$ cat config.mk
export PLATFORM = sky130hd
export DESIGN_NAME = cbm2_segment_ctl_flat
export DESIGN_NICKNAME = d
export VERILOG_FILES = /design/src/rtl/cbm2_pkg.sv /design/src/rtl/cbm2_segment_ctl_if.sv /design/src/rtl/cbm2_ind_tracker.sv /design/src/rtl/cbm2_segment_ctl.sv /design/src/flat_wrapper.sv
export SDC_FILE = /design/constraint.sdc
export NUM_CORES = 1
export LEC_CHECK = 0
export CORE_MARGIN = 2
export CORE_UTILIZATION = 37
export CTS_CLUSTER_DIAMETER = 80
export DETAILED_ROUTE_END_ITERATION = 10
export PLACE_DENSITY = 0.85
export SYNTH_ARGS = -nofsm -noshare
export SYNTH_HDL_FRONTEND = slang
export SYNTH_HIERARCHICAL = 1
export SYNTH_SLANG_ARGS = --single-unit
$ cat constraint.sdc
create_clock -name clk_sys -period 3.5 [get_ports clk_sys]
set_input_delay 0.35 -clock clk_sys [delete_from_list [all_inputs] [get_ports clk_sys]]
set_output_delay 0.35 -clock clk_sys [all_outputs]
set_load 0.03 [all_outputs]
$ cat src/rtl/cbm2_pkg.sv
// Shared types and constants for the CBM-II 6509 segment logic.
package cbm2_pkg;

  typedef logic [3:0] seg_t;

  localparam logic [7:0] OPC_LDA_IZY = 8'hB1;
  localparam logic [7:0] OPC_STA_IZY = 8'h91;
  localparam logic [2:0] CYC_MAX     = 3'd7;

  // Tracker state, exported so checkers can observe cycle position.
  typedef struct packed {
    logic [2:0] cycCnt;
    logic       indOp;
  } trkDbg_t;

  function automatic logic isIndOpcode(input logic [7:0] opc,
                                       input logic [7:0] opcLda,
                                       input logic [7:0] opcSta);
    return (opc == opcLda) || (opc == opcSta);
  endfunction

endpackage

$ cat src/rtl/cbm2_segment_ctl_if.sv
// CPU-side bus between the T65 core, the bus decoder and the segment logic.
interface cbm2_segment_ctl_if;
  import cbm2_pkg::*;

  // cpu_en is the only qualifier: inputs are sampled and state commits on
  // clocks where it is high; there is no backpressure, and the outputs are
  // combinational and valid for the whole CPU cycle.
  logic        cpu_en;
  logic        cpuSync;
  logic [15:0] cpuAddr;
  logic [7:0]  cpuDo;
  logic        cpuWe;
  logic [7:0]  cpuDi;
  logic [7:0]  cpuSeg;
  logic        seg_cs;
  logic [7:0]  seg_do;
  trkDbg_t     dbg;

  modport master (
    output cpu_en, cpuSync, cpuAddr, cpuDo, cpuWe, cpuDi,
    input  cpuSeg, seg_cs, seg_do, dbg
  );

  modport slave (
    input  cpu_en, cpuSync, cpuAddr, cpuDo, cpuWe, cpuDi,
    output cpuSeg, seg_cs, seg_do, dbg
  );

endinterface

$ cat src/rtl/cbm2_ind_tracker.sv
// Counts T65 cycles since the last opcode fetch and flags the data cycles
// of LDA/STA (zp),Y that must be steered to the indirection segment.
module cbm2_ind_tracker
  import cbm2_pkg::*;
#(
  parameter logic [7:0] OPC_LDA = OPC_LDA_IZY,
  parameter logic [7:0] OPC_STA = OPC_STA_IZY
) (
  input  logic       clk_sys,
  input  logic       reset_n,
  input  logic       cpu_en,
  input  logic       cpuSync,
  input  logic [7:0] cpuDi,
  output logic       useInd,
  output trkDbg_t    dbg
);

  logic [2:0] cycCnt, cycCntNxt;
  logic       indOp, indOpNxt;

  always_ff @(posedge clk_sys or negedge reset_n) begin
    if (!reset_n) begin
      cycCnt <= 3'd0;
      indOp  <= 1'b0;
    end else begin
      cycCnt <= cycCntNxt;
      indOp  <= indOpNxt;
    end
  end

  // An opcode fetch restarts the count ahead of the saturation rule.
  always_comb begin
    cycCntNxt = cycCnt;
    indOpNxt  = indOp;
    if (cpu_en) begin
      if (cpuSync) begin
        cycCntNxt = 3'd1;
        indOpNxt  = isIndOpcode(cpuDi, OPC_LDA, OPC_STA);
      end else if (cycCnt != CYC_MAX) begin
        cycCntNxt = cycCnt + 3'd1;
      end
    end
  end

  // Cycle 5 of a non-crossing LDA is the next opcode fetch, which cpuSync excludes.
  assign useInd = indOp && !cpuSync && ((cycCnt == 3'd4) || (cycCnt == 3'd5));

  assign dbg.cycCnt = cycCnt;
  assign dbg.indOp  = indOp;

endmodule

$ cat src/rtl/cbm2_segment_ctl.sv
// 6509 execution/indirection segment registers at $0000/$0001 and the
// segment mux feeding the CBM-II bus decoder.
module cbm2_segment_ctl
  import cbm2_pkg::*;
#(
  parameter seg_t       RESET_SEG   = 4'hF,
  parameter logic [7:0] OPC_LDA_IZY = 8'hB1,
  parameter logic [7:0] OPC_STA_IZY = 8'h91
) (
  input  logic               clk_sys,
  input  logic               reset_n,
  cbm2_segment_ctl_if.slave  bus
);

  seg_t execReg;
  seg_t indReg;
  logic useInd;
  logic regWr;
  logic [3:0] unusedDoHi;

  assign unusedDoHi = bus.cpuDo[7:4];

  assign bus.seg_cs = (bus.cpuAddr[15:1] == 15'd0);
  assign bus.seg_do = {4'h0, bus.cpuAddr[0] ? indReg : execReg};
  assign regWr      = bus.cpu_en & bus.cpuWe & bus.seg_cs;

  // Writes land at the end of the cycle, so the current access keeps the old value.
  always_ff @(posedge clk_sys or negedge reset_n) begin
    if (!reset_n) begin
      execReg <= RESET_SEG;
      indReg  <= RESET_SEG;
    end else if (regWr) begin
      if (bus.cpuAddr[0]) begin
        indReg <= bus.cpuDo[3:0];
      end else begin
        execReg <= bus.cpuDo[3:0];
      end
    end
  end

  cbm2_ind_tracker #(
    .OPC_LDA (OPC_LDA_IZY),
    .OPC_STA (OPC_STA_IZY)
  ) u_tracker (
    .clk_sys (clk_sys),
    .reset_n (reset_n),
    .cpu_en  (bus.cpu_en),
    .cpuSync (bus.cpuSync),
    .cpuDi   (bus.cpuDi),
    .useInd  (useInd),
    .dbg     (bus.dbg)
  );

  assign bus.cpuSeg = {4'h0, useInd ? indReg : execReg};

endmodule
$ cat src/flat_wrapper.sv
// flat-port wrapper written by rule: the top's interface ports become plain ports
module cbm2_segment_ctl_flat import cbm2_pkg::*;
#(
  parameter seg_t       RESET_SEG   = 4'hF,
  parameter logic [7:0] OPC_LDA_IZY = 8'hB1,
  parameter logic [7:0] OPC_STA_IZY = 8'h91
)
  (clk_sys, reset_n, bus_cpu_en, bus_cpuSync, bus_cpuAddr, bus_cpuDo, bus_cpuWe, bus_cpuDi, bus_cpuSeg, bus_seg_cs, bus_seg_do, bus_dbg);
  cbm2_segment_ctl_if bus_i ();
  input  logic clk_sys;
  input  logic reset_n;
  input wire logic [$bits(bus_i.cpu_en)-1:0] bus_cpu_en;
  input wire logic [$bits(bus_i.cpuSync)-1:0] bus_cpuSync;
  input wire logic [$bits(bus_i.cpuAddr)-1:0] bus_cpuAddr;
  input wire logic [$bits(bus_i.cpuDo)-1:0] bus_cpuDo;
  input wire logic [$bits(bus_i.cpuWe)-1:0] bus_cpuWe;
  input wire logic [$bits(bus_i.cpuDi)-1:0] bus_cpuDi;
  output wire logic [$bits(bus_i.cpuSeg)-1:0] bus_cpuSeg;
  output wire logic [$bits(bus_i.seg_cs)-1:0] bus_seg_cs;
  output wire logic [$bits(bus_i.seg_do)-1:0] bus_seg_do;
  output wire logic [$bits(bus_i.dbg)-1:0] bus_dbg;
  assign bus_i.cpu_en = bus_cpu_en;
  assign bus_i.cpuSync = bus_cpuSync;
  assign bus_i.cpuAddr = bus_cpuAddr;
  assign bus_i.cpuDo = bus_cpuDo;
  assign bus_i.cpuWe = bus_cpuWe;
  assign bus_i.cpuDi = bus_cpuDi;
  assign bus_cpuSeg = bus_i.cpuSeg;
  assign bus_seg_cs = bus_i.seg_cs;
  assign bus_seg_do = bus_i.seg_do;
  assign bus_dbg = bus_i.dbg;
  cbm2_segment_ctl #(.RESET_SEG(RESET_SEG), .OPC_LDA_IZY(OPC_LDA_IZY), .OPC_STA_IZY(OPC_STA_IZY)) u_core (.clk_sys(clk_sys), .reset_n(reset_n), .bus(bus_i));
endmodule
### Word-level counts from Yosys, hierarchy flattened

Cells that the tools add are included.

* bits in registers: 12
* logic and storage cells: 28
* input port bits: 37
* output and inout bits: 21

* reductions and logical operators: 11
* multiplexer cells: 4
* bitwise logic cells: 3
* equality and inequality tests: 5
* $add $sub $neg: 1

Operators by type and width (count)
* 8-bit equality test (second input constant): 2
* 15-bit logical NOT: 1
* 4-bit 2-to-1 mux: 2
* 2-bit AND reduction: 4
* 3-bit equality test (second input constant): 2
* 3-bit 2-to-1 mux: 2
* 3-bit by 1-bit adder with 3-bit output (second input constant): 1
* 3-bit != test (second input constant): 1
* 1-bit bitwise AND: 2
* 1-bit logical AND: 2
* 1-bit logical OR: 2
* 2-bit nonzero test: 1
* 1-bit logical NOT: 1
* 1-bit NOT: 1

### Depth between registers and ports, before layout

Gate-level depths: netlist of run 1.

* word-level depth: 4
* mapped depth: 5
* mapped depth without buffers: 5

### Cells and area by module

Netlist of run 1, hierarchy kept.

By module, submodules not included
* cbm2_segment_ctl: area an instance 535.5 µm², seq. area each 210.2 µm², times used 1, cells an instance 44
* cbm2_ind_tracker: area an instance 274.0 µm², seq. area each 100.1 µm², times used 1, cells an instance 30

### Least setup slack after synthesis of run 1

Ideal clock, no wire load.

* path type: register to output
* start: register u_core.u_tracker.cycCnt[0]
* end: output port bus_cpuSeg[0]
* path slack: 1.608 ns
* data arrival time: 1.542 ns
* path buffers: 0
* required time: 3.150 ns
* stages on the path, launching flop included: 6
* cells stage by stage: dfrtp_1 inv_1 ha_1 o211ai_1 nor2_1 mux2_2

* cells in the longest elaborated chain, start to end: 4
* elaborated cells between the ends (all ways): 5
* those cells by class: eq/ne: 2; mux: 1; reduce/logical: 2

RTL lines
* from (decl): line cbm2_ind_tracker.sv:18 `logic [2:0] cycCnt, cycCntNxt;`
* from (signal assigned): line cbm2_ind_tracker.sv:26 `cycCnt <= cycCntNxt;`
* 3-bit equality test: line cbm2_ind_tracker.sv:46 `assign useInd = indOp && !cpuSync && ((cycCnt == 3'd4) || (cycCnt == 3'd5));`
* 1-bit logical OR (*): line cbm2_ind_tracker.sv:46
* 1-bit logical AND (*): line cbm2_ind_tracker.sv:46
* via u_core.useInd: line cbm2_segment_ctl.sv:17 `logic useInd;`
* 4-bit 2-to-1 mux (*): line cbm2_segment_ctl.sv:54 `assign bus.cpuSeg = {4'h0, useInd ? indReg : execReg};`
* to (decl): line flat_wrapper.sv:18 `output wire logic [$bits(bus_i.cpuSeg)-1:0] bus_cpuSeg;`

Mark *: on every way through the listed nets, which the timed path passes. The rest lies on a longest branch.

### Worst setup path after layout of run 1

* start: register u_core.u_tracker.cycCnt[0]
* end: output port bus_cpuSeg[3]

The elaborated chain is that of the path after synthesis.

==> results of run 1 <==
## report_power, final
group / internal [mW] / leakage, nW / switching (mW) / total, mW
Clock: 0.0634 / 0.0210 / 0.0501 / 0.113
Combinational: 0.0572 / 0.381 / 0.0578 / 0.115
Sequential: 0.146 / 0.133 / 0.00832 / 0.154
## per-layer routing
metal	routed length (um)	GRT usage [%]
met2	1050	32.7
met5	0	0
met3	230	4.46
met4	44	11.3
met1	769	16.8
## path summary, 6_finish.rpt
kind	from	endpoint	cells past startpoint
hold reg to reg	u_core/u_tracker/indOp	u_core/u_tracker/indOp	2
setup reg to reg	u_core/u_tracker/cycCnt[0]	u_core/u_tracker/cycCnt[0]	4
min in group clk_sys	u_core/u_tracker/indOp	u_core/u_tracker/indOp	2
max in group asynchronous	reset_n	u_core/indReg[0]	1
setup / recovery	u_core/u_tracker/cycCnt[0]	bus_cpuSeg[3]	6
hold / removal	reset_n	u_core/u_tracker/indOp	1
## state kept, by name (all words and copies together), names as in the netlist
| signal | cells |
|---|---|
| u_core/u_tracker/cycCnt | 3 |
| u_core/execReg | 4 |
| u_core/u_tracker/indOp | 1 |
| u_core/indReg | 4 |
## per-stage QoR
stage	total power [mW]	cell area [um^2]
floorplan	0.212	836
global placement	0.264	1240
detailed placement	0.271	1240
CTS	0.385	1270
global route	0.401	1270
finish	0.383	1270
## Yosys cell counts, types with 2 or more instances
cell type	number
nand2_1	3
nand3_1	2
mux2_2	12
a31oi_1	2
o22ai_1	2
nor2_1	3
dfstp_2	8
mux2_4	4
nor4_1	3
ha_1	4
and2_1	2
dfrtp_1	4
buf_4	9
inv_1	5
## critical path: stages, from the launching register on
cell             delay [ns]
dfrtp_1                0.42
inv_1                  0.12
ha_1                   0.15
o211ai_1               0.09
nor2_1                 0.35
mux2_2                 0.40
clkdlybuf4s50_1        0.60
## cell families (layout without fill, tap and decap cells)
kind of cell,count (synthesis),in the layout
simple gates,18,18
buf+inv,15,53
fa+ha+maj,4,4
flops,12,12
other cells,1,8
mux,16,16
compound gates,8,8
## layout make-up
type | count | area [um^2] | area share, %
Tap cell | 27 | 33.8 | 2.65
Clock buffer | 4 | 36.3 | 2.85
Timing Repair Buffer | 44 | 440 | 34.6
Inverter | 5 | 18.8 | 1.47
Multi-Input combinational cell | 54 | 434 | 34.1
Sequential cell | 12 | 310 | 24.4
==> results.json, run 1 <==
{
  "tritoncts": "built",
  "cts_setup_buffers": 0,
  "hold_viol": 0,
  "finClkSkew_ns": 0.00296,
  "firstDrtPassIters": 4,
  "initialDrtViolationCount": 7,
  "cts.sink_count": 12,
  "hpwl_um": 1770,
  "critPathMaxFanout": 4,
  "ys.flop_type": "dfstp_2",
  "tns_ns": 0,
  "syn_to_final_growth_pct": 57.3,
  "cts_root_buffer": "clkbuf_4",
  "ant_nets": 0,
  "cp-start-kind": "register",
  "path_clk_slew_ns": 0.08,
  "syn_area_um2": 810,
  "max_cap_violations": 0,
  "yosys_warnings": 6,
  "die_w_um": 50.8,
  "antenna_found_initial": 0,
  "end_kind": "primary output",
  "die_area_um2": 2580,
  "fin_crit_ns": 2.77,
  "synth_seq_area_share_pct": 38.3,
  "p_leak_nw": 0.535,
  "holdBufCountCts": 0,
  "fin_cells": 146,
  "post_drt_wl_per_cell_um": 14.4,
  "synth_cell_types": 25,
  "cts_buffers": 3,
  "peakVddDrop_v": 0.000240,
  "grt_max_degree": 13,
  "grt_pass1_vias": 767,
  "start_util_pct": 40.0,
  "wl_um": 2100,
  "grt_pass1_wl_um": 3260,
  "max_freq_ghz": 0.361,
  "layout_commonest_cell": "clkdlybuf4s50_1",
  "grt_overflow": 0,
  "fin_util_pct": 63.0,
  "numPortBuffers": 44,
  "clkLatencyLatePin_ns": 0.28,
  "setup_viol": 0,
  "post-route-period-util_pct": 79.1,
  "fill_cells": 160,
  "power.density_nw_per_um2": 301,
  "clock_path_buffers": 2,
  "tightest_slew_ns": 0.568,
  "avgSynthCellArea_um2": 10.9,
  "grt_util_all_layers_pct": 17.5,
  "synth-edff-count": 0,
  "place_congestion": 0.728,
  "synth_compound_area_share_pct": 5.87,
  "dr_total_vias": 720,
  "worstSetupPathType": "register to primary output",
  "diodes": 0,
  "synth.largest_area_cell": "dfstp_2",
  "drive_gt1_share_pct": 24.4,
  "pre_cts_slack_ns": 0.915,
  "fp.dieH_um": 50.8,
  "ctsResizeCount": 0,
  "fp.coreArea_um2": 2020,
  "rows": 16,
  "synth_area_leaders": "dfstp_2 26%, mux2_2 17%, dfrtp_1 12%, buf_4 8.3%, mux2_4 7.4%",
  "synthAdderAreaFrac_pct": 6.18,
  "slew_viol_final": 0,
  "critical_path_required_ns": 3.15,
  "ys_seq_elements": 12,
  "synth-xor-area-share_pct": 0,
  "synthSimpleGateAreaFrac_pct": 13.8,
  "drc_errors": 0,
  "synth_top_area_share_pct": 26.0,
  "rsz0062_at_grt": "false",
  "muxShareOfSynthArea_pct": 24.1,
  "place_inst": 142,
  "synth_cells": 74,
  "ios": 58,
  "synth_top_family_by_area": "multiplexers",
  "fin_nets": 161,
  "viasPerCell": 4.93,
  "htreeDepth": 1,
  "outcome": "completed",
  "hold_class": "input pin to async pin",
  "reg2reg_slack_ns": 2.05,
  "worst_hold_slack_ns": 0.410,
  "arrival_ns": 2.42,
  "maxSlewHeadroom_pct": 61.8,
  "fin_ws_ns": 0.733,
  "final_cell_mix": "44 x clkdlybuf4s50_1, 12 x mux2_2, 8 x conb_1, 8 x dfstp_2, 5 x inv_1",
  "async_flop_share_pct": 100
}
Power figures use the tool's default switching activity.
==> run 2, diff against run 1 <==
- CORE_UTILIZATION: 37 -> 31
- PLACE_DENSITY: 0.85 -> 0.76
- clock period: 3.5 -> 2.4 ns (I/O delays scaled with it)
==> run 2 against run 1 <==
  * Via count is 2.9% higher
  * Die area grew 18%
  * Largest power group unchanged
  * Core utilization is 11 points lower
  * Critical path depth is 1 higher
  * First-iteration DRC count rose to 2.9 times the previous value
  * Total power grew 44%
  * Global-route usage is 2.3 points lower
  * Critical endpoint unchanged
  * Sequential cell count is the same
  * Sequential power increased by 46%
==> results.json, run 2 (synthesis results as in run 1) <==
{
  "outcome": "completed",
  "maxSlewHeadroom_pct": 64.6,
  "drive_gt1_share_pct": 26.2,
  "syn_to_final_growth_pct": 60.0,
  "fin_cells": 152,
  "antenna_found_initial": 0,
  "seq_area_um2": 310,
  "r2r_cells": 5,
  "die_area_um2": 3040,
  "fill_cells": 231,
  "rows": 18,
  "power.density_nw_per_um2": 424,
  "diodes": 0,
  "critical_path_required_ns": 2.16,
  "firstDrtPassIters": 4,
  "grt_max_degree": 13,
  "cts_root_buffer": "clkbuf_4",
  "fin_ws_ns": 0.150,
  "numPortBuffers": 44,
  "grt_pass1_vias": 747,
  "fp.coreArea_um2": 2480,
  "initialDrtViolationCount": 20,
  "tightest_slew_ns": 0.530,
  "ant_nets": 0,
  "place_area_um2": 1260,
  "fp.dieH_um": 55.1,
  "reg2reg_slack_ns": 1.02,
  "worstSetupPathType": "register to primary output",
  "finClkSkew_ns": 0.000346,
  "reg_top3": "u_core/execReg x4, u_core/indReg x4, u_core/u_tracker/cycCnt x3",
  "die_w_um": 55.1,
  "rsz0062_at_grt": "false",
  "drc_errors": 0,
  "max_freq_ghz": 0.444,
  "multi_input_area_um2": 434,
  "fin_util_pct": 52.3,
  "critPathMaxFanout": 4,
  "cp-start-kind": "register",
  "wl_um": 2030,
  "post_drt_wl_per_cell_um": 13.3,
  "hold_viol": 0,
  "htreeDepth": 1,
  "cts.sink_count": 12,
  "layout_commonest_cell": "clkdlybuf4s50_1",
  "grt_pass1_wl_um": 3130,
  "viasPerCell": 4.88,
  "pre_cts_slack_ns": 0.138,
  "hold_class": "input pin to async pin",
  "place_congestion": 0.670,
  "ios": 58,
  "cts_buffers": 3,
  "dr_total_vias": 741,
  "max_cap_violations": 0,
  "hpwl_um": 1630,
  "tns_ns": 0,
  "fin_crit_ns": 2.25,
  "place_inst": 148,
  "p_leak_nw": 0.571,
  "clkLatencyLatePin_ns": 0.28,
  "peakVddDrop_v": 0.000321,
  "fin_nets": 164,
  "grt_overflow": 0,
  "worst_hold_slack_ns": 0.305,
  "end_kind": "primary output",
  "p_total_mw": 0.550,
  "stdcell_area_um2": 1290,
  "start_util_pct": 32.7,
  "path_clk_slew_ns": 0.07,
  "post-route-period-util_pct": 93.7,
  "clock_path_buffers": 2,
  "grt_util_all_layers_pct": 15.2,
  "setup_viol": 0,
  "slew_viol_final": 0,
  "final_cell_mix": "40 x clkdlybuf4s50_1, 12 x mux2_2, 8 x conb_1, 8 x dfstp_2, 5 x inv_1",
  "tritoncts": "built",
  "holdBufCountCts": 0,
  "arrival_ns": 2.01
}
## run 2: changes by cell type in the layout (fill, tap and decap cells not counted)
cell / change
buf_4: +3
dlygate4sd2_1: +4
clkdlybuf4s50_1: -4
## run 2: cell type report
cell class	instances	area share, %
clock buffers	4	2.80
inverters	5	1.45
multi-input cells	54	33.5
flip-flops and latches	12	24.0
well taps	30	2.90
repair buffers	47	35.4
## run 2: layer usage
metal | wire [um] | global-route usage [%] | share of wire [%] | up-vias
met2 | 1030 | 27.2 | 51 | 41
met3 | 223 | 2.96 | 11 | 3
li1 | - | - | - | 342
met1 | 736 | 15.8 | 36 | 355
met4 | 34 | 11.0 | 1.7 | 0
met5 | 0 | 0 | 0 | -
## run 2: worst paths after layout
path                                                  from                         end
worst max-delay path            u_core/u_tracker/cycCnt[1]               bus_cpuSeg[3]
worst max register to register  u_core/u_tracker/cycCnt[0]  u_core/u_tracker/cycCnt[1]
worst min register to register      u_core/u_tracker/indOp      u_core/u_tracker/indOp
min in group clk_sys                          bus_cpuDi[0]      u_core/u_tracker/indOp
worst min-delay path                               reset_n      u_core/u_tracker/indOp
max in group asynchronous                          reset_n            u_core/indReg[1]
## run 2: critical path, stage by stage, from the launching register on
cell and delay [ns]:
dfrtp_1 0.41, inv_1 0.11, ha_1 0.15, o211ai_1 0.09
nor2_1 0.11, buf_4 0.16, mux2_2 0.34, dlygate4sd2_1 0.35
## run 2: where the power goes
| part | internal (mW) | switching [mW] |
|---|---|---|
| Clock | 0.0924 | 0.0700 |
| Combinational | 0.0826 | 0.0799 |
| Sequential | 0.213 | 0.0118 |
## run 2: timing repair
action                     in CTS  in global routing
resized for setup               4                  0
buffers inserted                0                  0
setup endpoints to repair       4                  0
